## config.mk

```make
export PLATFORM = sky130hd
export DESIGN_NAME = mem_access_ctrl
export DESIGN_NICKNAME = d
export VERILOG_FILES = /design/src/rtl/mem_access_ctrl.sv
export SDC_FILE = /design/constraint.sdc
export NUM_CORES = 1
export LEC_CHECK = 0
export BUFFER_PORTS_ARGS = -buffer_cell sky130_fd_sc_hd__buf_2
export CAP_MARGIN = 5
export CELL_PAD_IN_SITES_DETAIL_PLACEMENT = 1
export CELL_PAD_IN_SITES_GLOBAL_PLACEMENT = 1
export CORE_MARGIN = 3
export CORE_UTILIZATION = 32
export DETAILED_ROUTE_END_ITERATION = 7
export PLACE_DENSITY = 0.75
export SYNTH_ARGS = -nofsm -noshare
export SYNTH_HDL_FRONTEND = slang
export SYNTH_SLANG_ARGS = --single-unit
```

## constraint.sdc

```tcl
create_clock -name clk -period 3.4 [get_ports clk]
set_input_delay 0.34 -clock clk [delete_from_list [all_inputs] [get_ports clk]]
set_output_delay 0.34 -clock clk [all_outputs]
set_load 0.005 [all_outputs]
```

## src/rtl/mem_access_ctrl.sv

```systemverilog
// Word bus controller between the core and main_memory (rd/wr strobes, wait states).
// Optional MEM_ALIGN_CHECK_EN: rejects accesses with addr[1:0] != 0.
module mem_access_ctrl #(
  parameter int WAIT_STATES = 0,
  parameter int USER_BASE   = 2048,
  parameter bit PROTECT_SYS = 1'b1
) (
  input  logic        clk,
  input  logic        rst_n,
  input  logic        cpu_req,
  input  logic        cpu_we,
  input  logic [31:0] cpu_addr,
  input  logic [31:0] cpu_wdata,
  output logic        cpu_ready,
  output logic        cpu_done,
  output logic        cpu_err,
  output logic [31:0] cpu_rdata,
  output logic [31:0] mem_address,
  output logic [31:0] mem_data_in,
  output logic        mem_rd,
  output logic        mem_wr,
  input  logic [31:0] mem_data_out
);

  if (WAIT_STATES < 0 || WAIT_STATES > 15) begin : g_bad_ws
    $error("WAIT_STATES must be within 0..15");
  end

  localparam logic [31:0] UB_W = 32'(USER_BASE);
  localparam logic [3:0]  WS_W = 4'(WAIT_STATES);

  typedef enum logic [1:0] {
    S_IDLE,
    S_ACCESS,
    S_WAIT,
    S_RESP
  } state_t;

  state_t      state_q, state_d;
  logic        we_q, we_d;
  logic        err_q, err_d;
  logic [3:0]  cnt_q, cnt_d;
  logic [31:0] addr_q, addr_d;
  logic [31:0] wdata_q, wdata_d;
  logic [31:0] rdata_q, rdata_d;
  logic        sys_rej;
  logic        rej;

  assign sys_rej = PROTECT_SYS && cpu_we && (cpu_addr < UB_W);

`ifdef MEM_ALIGN_CHECK_EN
  assign rej = sys_rej || (cpu_addr[1:0] != 2'b00);
`else
  assign rej = sys_rej;
`endif

  always_comb begin
    state_d = state_q;
    we_d    = we_q;
    err_d   = err_q;
    cnt_d   = cnt_q;
    addr_d  = addr_q;
    wdata_d = wdata_q;
    rdata_d = rdata_q;
    unique case (state_q)
      S_IDLE: begin
        if (cpu_req) begin
          we_d    = cpu_we;
          addr_d  = cpu_addr;
          wdata_d = cpu_wdata;
          err_d   = rej;
          state_d = rej ? S_RESP : S_ACCESS;
        end
      end
      S_ACCESS: begin
        cnt_d   = 4'd0;
        state_d = S_WAIT;
      end
      S_WAIT: begin
        if (cnt_q == WS_W) begin
          // memory output is registered, valid from the cycle after the strobe
          if (!we_q) rdata_d = mem_data_out;
          state_d = S_RESP;
        end else begin
          cnt_d = cnt_q + 4'd1;
        end
      end
      S_RESP: begin
        state_d = S_IDLE;
      end
      default: begin
        state_d = S_IDLE;
      end
    endcase
  end

  always_ff @(posedge clk or negedge rst_n) begin
    if (!rst_n) begin
      state_q <= S_IDLE;
      we_q    <= 1'b0;
      err_q   <= 1'b0;
      cnt_q   <= 4'd0;
      addr_q  <= 32'd0;
      wdata_q <= 32'd0;
      rdata_q <= 32'd0;
    end else begin
      state_q <= state_d;
      we_q    <= we_d;
      err_q   <= err_d;
      cnt_q   <= cnt_d;
      addr_q  <= addr_d;
      wdata_q <= wdata_d;
      rdata_q <= rdata_d;
    end
  end

  assign cpu_ready   = (state_q == S_IDLE);
  assign cpu_done    = (state_q == S_RESP);
  assign cpu_err     = (state_q == S_RESP) && err_q;
  assign cpu_rdata   = rdata_q;
  assign mem_address = addr_q;
  assign mem_data_in = wdata_q;
  assign mem_rd      = (state_q == S_ACCESS) && !we_q;
  assign mem_wr      = (state_q == S_ACCESS) && we_q;

endmodule

```

==> impl_metrics.yaml, run 1 <==
floorplanning:
  num_io_pins: 201
  initial_core_util: 0.331
  core_area_um2: 12800
  rows: 41
  die_w_um: 121
  die_h_um: 121
  die_area_um2: 14600
place:
  hpwlAfterDp_mm: 7.95
  placed_cells: 626
  pre_cts_ws_ps: 943
  routabilityCongestion: 0.718
  port_buffers: 200
sta:
  skew_ps: 3.30
  relSlewSlack: 0.297
  worstMarginPinSlew_ps: 1050
  post-route-period-util: 0.723
  slew_viol_final: 0
  setup_ws_ps: 943
  rsz0062_at_grt: "no"
  finalSetupViolCount: 0
  fin_crit_ps: 2460
  fmax_mhz: 407
  finalHoldViolations: 0
  tns_ps: 0
detailed_routing:
  drt_iter0_drc: 69
  dr_total_vias: 2891
  firstDrtPassIters: 4
  post_drt_wl_per_cell_um: 16.4
  routed_wl_mm: 10.6
  viasPerCell: 4.50
  drc: 0
  drtAntennaViolNets: 0
synthesis:
  syn_area_um2: 4230
  yosysTopAreaCell: "dfrtp_1"
  netlist_instances: 263
  ys_seq_elements: 104
  avgSynthCellArea_um2: 16.1
  synth_common_cells: "104 x dfrtp_1, 67 x mux2_2, 30 x mux2_4, 8 x nand2_1"
  synth-seq-area-share: 0.615
  synthArstFlopShare: 1.00
  synth_area_leaders: "dfrtp_1 62%, mux2_2 18%, mux2_4 11%"
  synth_top_area_share: 0.615
  synthesis.nets: 369
  synth_most_common_cell: "dfrtp_1"
  ys.flop_type: "dfrtp_1"
  synth.distinct_cells: 27
  synth-edff-count: 0
  yosysWarningCount: 0
power:
  power_leakage_uw: 0.00291
  ir_worst_vdd_uv: 375
  p_per_area_nw_per_um2: 935
final_layout:
  n_antenna_cell: 0
  drive_gt1_frac: 0.668
  synthToLayoutAreaGrowth_pct: 35.0
  nFillCells: 1371
  nNetsFinal: 571
  stdcell_count: 642
setup_path:
  r2r_end: "cpu_rdata[8]"
  setup.worst_path.end_class: "register"
  r2r-start: "cnt_q[0]"
  criticalPathCategory: "register to register"
  worstPathRequired_ps: 3620
  crit_path_max_fanout: 32
  rrSetupSlack_ps: 940
  worstSetupStartpointType: "register"
  startpoint: "cnt_q[0]"
  worstPathArrival_ps: 2680
  reg2reg_depth: 5
global_routing:
  antenna_found_initial: 0
  grt_max_degree: 84
  grt_pass1_wl_mm: 16.4
  grt_pass1_vias: 3184
  overflow: 0
  grt_usage: 0.145
clocking:
  clkSinkCount: 104
  clk_pin_slew_ps: 70
  clk_latency_ps: 340
  h-tree-depth: 3
  tritoncts: "done"
  cts.path.max_buffers: 2
  cts-resized-gates: 0
  holdBufCountCts: 0
  root_buffer: "clkbuf_16"
  numCtsBuffers: 9
  cts_setup_buffers: 0
status:
  status: "finished clean"
worst_hold_path:
  min_path_type: "input port to asynchronous set/reset pin"
flow_run:
  maxCapViolCount: 0
-- power by group --
part	internal, uW	switching (uW)
registers	1850	320
clock network	721	434
logic	1230	782
-- routing by layer --
metal,part of all wire,track usage,vias up
met5,0,0,-
met4,0.017,0.0552,0
met3,0.11,0.0569,15
met2,0.47,0.242,141
met1,0.40,0.167,1413
li1,-,-,1322
-- final cells by class --
class / count / area [um^2] / share of cell area
Clock buffer: 13 / 240 / 0.0421
Clock inverter: 3 / 90.1 / 0.0158
Inverter: 6 / 22.5 / 0.00394
Multi-Input combinational cell: 142 / 1510 / 0.264
Sequential cell: 104 / 2600 / 0.456
Tap cell: 172 / 215 / 0.0377
Timing Repair Buffer: 202 / 1030 / 0.181
-- stage by stage --
stage	hold slack, ps	util	cell area [um^2]	total power [uW]
detailed placement	489	0.421	5380	4240
global placement	477	0.421	5380	4130
finish	190	0.447	5710	5340
global route	208	0.447	5710	5700
floorplan	44.4	-	4230	3340
CTS	210	0.447	5710	5430
-- kinds of logic after synthesis --
group                    share of synthesized area
AO/OA/AOI/OAI                              0.00887
XOR/XNOR                                   0.00414
adder cells (fa/ha/maj)                     0.0177
buffers and inverters                       0.0290
flip-flops                                   0.615
multiplexers                                 0.287
AND/OR/NAND/NOR                             0.0381
-- state kept, by name, summed over array words and instances (netlist names) --
signal	flops
err_q	1
state_q	2
mem_address	32
mem_data_in	32
cpu_rdata	32
we_q	1
cnt_q	4
-- placed cells by master (no fill, tap or decap), drive strengths merged --
cell    netlist  routed
a21oi         2       2
buf          10     202
nand3         5       5
o21ai         2       2
o31ai         1       1
dfrtp       104     104
bufinv        0       3
nor2b         1       1
and2          2       2
nor2          4       4
nor4          4       4
or3           1       1
nand4         1       1
nand2         8       8
mux2         97      97
ha            6       6
inv           6       6
xor2          2       2
nand2b        1       1
a311o         1       1
nor4b         2       2
or3b          1       1
mux2i         1       1
clkbuf        1      13
-- worst max-delay path, cell delays in order (launching register included) --
cell and delay (ps):
dfrtp_1 420, inv_1 70, ha_1 130, or3b_4 390, or3_2 850, mux2_4 460
-- worst max path at each step --
| stage | end | slack [ps] | cells past startpoint |
|---|---|---|---|
| after floorplan | cpu_rdata[10] | 1430 | 7 |
| after global placement | cpu_rdata[24] | 1000 | 5 |
| after detailed placement | cpu_rdata[6] | 940 | 5 |
| after CTS | cpu_rdata[6] | 940 | 5 |
| after global routing | cpu_rdata[29] | 870 | 5 |
| final | cpu_rdata[8] | 940 | 5 |
Power figures use the tool's default switching activity.
==> inputs of run 2 (changes only) <==
--- a/config.mk
+++ b/config.mk
@@ -12,7 +12,7 @@
 export CORE_MARGIN = 3
 export CORE_UTILIZATION = 32
 export DETAILED_ROUTE_END_ITERATION = 7
-export PLACE_DENSITY = 0.75
+export PLACE_DENSITY = 0.78
 export SYNTH_ARGS = -nofsm -noshare
 export SYNTH_HDL_FRONTEND = slang
 export SYNTH_SLANG_ARGS = --single-unit
==> constraint.sdc (replaced) <==
create_clock -name clk -period 2.2 [get_ports clk]
set_input_delay 0.22 -clock clk [delete_from_list [all_inputs] [get_ports clk]]
set_output_delay 0.22 -clock clk [all_outputs]
set_load 0.005 [all_outputs]
==> impl_metrics.yaml, run 2 (synthesized netlist as in run 1, its figures left out) <==
sta:
  finalHoldViolations: 0
  slew_viol_final: 0
  worstMarginPinSlew_ps: 626
  post-route-period-util: 0.927
  fmax_mhz: 490
  rsz0062_at_grt: "no"
  skew_ps: 8.22
  relSlewSlack: 0.583
  tns_ps: 0
  fin_crit_ps: 2040
  finalSetupViolCount: 0
  hold_ws_ps: 110
clocking:
  tritoncts: "done"
  clkSinkCount: 104
  clk_latency_ps: 340
  root_buffer: "clkbuf_16"
  cts.path.max_buffers: 2
  h-tree-depth: 3
  numCtsBuffers: 9
  clk_pin_slew_ps: 70
detailed_routing:
  post_drt_wl_per_cell_um: 16.7
  routed_wl_mm: 10.8
  dr_total_vias: 2955
  drtAntennaViolNets: 0
  viasPerCell: 4.57
  drt_iter0_drc: 93
  firstDrtPassIters: 4
  drc: 0
floorplanning:
  initial_core_util: 0.331
  die_area_um2: 14600
  num_io_pins: 201
  die_w_um: 121
  core_area_um2: 12800
  die_h_um: 121
  rows: 41
setup_path:
  setup.worst_path.end_class: "register"
  critical_path_buf_inv_count: 2
  rrSetupSlack_ps: 160
  r2r-start: "cnt_q[0]"
  worstSetupStartpointType: "register"
  crit_path_max_fanout: 16
  critPathSlowestCell: "dfrtp_1"
  startpoint: "cnt_q[0]"
  criticalPathCategory: "register to register"
  slowest_delay_ps: 420
  worstPathRequired_ps: 2420
  path_cells: "inv_1 -> ha_1 -> or3b_4 -> or3_4 -> clkbuf_16 -> mux2_4"
  crit_family: "simple AND/OR/NAND/NOR gates"
  worstPathArrival_ps: 2260
worst_hold_path:
  hp-start: "cpu_wdata[15]"
  min_path_type: "input port to register"
power:
  ir_worst_vdd_uv: 508
  p_per_area_nw_per_um2: 1420
  power_leakage_uw: 0.00294
  total_power_uw: 8190
final_layout:
  multi_input_area_um2: 1520
  n_antenna_cell: 0
  layout_common_cells: "199 x buf_2, 104 x dfrtp_1, 67 x mux2_2"
  nNetsFinal: 576
  layout_commonest_cell: "buf_2"
  nFillCells: 1383
  drive_gt1_frac: 0.677
  stdcell_count: 646
  seq_area_um2: 2600
  post-route-util: 0.452
  synthToLayoutAreaGrowth_pct: 36.6
place:
  placed_cells: 629
  hpwlAfterDp_mm: 8.17
  routabilityCongestion: 0.744
  port_buffers: 200
global_routing:
  antenna_found_initial: 0
  overflow: 0
  grt_pass1_wl_mm: 16.7
  grt_usage: 0.146
  grt_pass1_vias: 3291
  grt_max_degree: 56
flow_run:
  maxCapViolCount: 0
status:
  status: "finished clean"
==> run 2: cell types whose count changed in the layout (fill, tap and decap cells not counted), sizes merged <==
cell,previous run,this run
bufinv,3,1
clkinv,0,1
clkinvlp,0,2
clkbuf,13,12
dlygate4sd3,0,1
buf,202,205
==> run 2: per-stage QoR <==
step | setup WS [ps] | area [um^2]
6_report | 160 | 5780
4_1_cts | 71.8 | 5750
5_1_grt | 99.3 | 5780
3_3_place_gp | 129 | 5430
2_1_floorplan | 234 | 4230
3_5_place_dp | 74.5 | 5430
==> run 2: power breakdown <==
part           internal (uW)  switching [uW]  leakage (uW)
Clock                    940             690      0.000144
Combinational           1960            1240       0.00157
Sequential              2860             496       0.00123
Total                   5760            2430       0.00294
==> run 2: final timing paths <==
path | endpoint | cells after the start
worst min-delay path | mem_data_in[15] | 2
max in group asynchronous | mem_address[17] | 3
min in group asynchronous | cpu_rdata[4] | 3
worst max-delay path | cpu_rdata[21] | 6
worst max register to register | cpu_rdata[21] | 6
worst min register to register | err_q | 2
==> run 2: layout make-up <==
| cell class | instances | share of cell area |
|---|---|---|
| clock inverters | 4 | 0.00931 |
| inverters | 6 | 0.00390 |
| multi-input cells | 142 | 0.263 |
| repair buffers | 207 | 0.193 |
| clock buffers | 11 | 0.0437 |
| well taps | 172 | 0.0372 |
| flip-flops and latches | 104 | 0.450 |
==> run 2: worst register-to-register path: stages (launching register included) <==
cell	delay, ps
dfrtp_1	420
inv_1	80
ha_1	130
or3b_4	390
or3_4	380
clkbuf_16	220
mux2_4	310
==> run 2: per-layer routing <==
metal  vias to the layer above  global-route usage  wire, um  part of all wire
li1                       1330                   -         -                 -
met1                      1488               0.168      4220              0.39
met2                       130               0.249      5490              0.51
met5                         -                   0         0                 0
met3                         7              0.0494       966             0.090
met4                         0              0.0559       107            0.0099
==> run 2: what timing repair did <==
item | in CTS | in global routing
hold buffers | 1 | 0
gates resized for setup | 0 | 1
setup endpoints to repair | 0 | 3
hold endpoints to repair | 55 | 0
setup buffers | 0 | 0
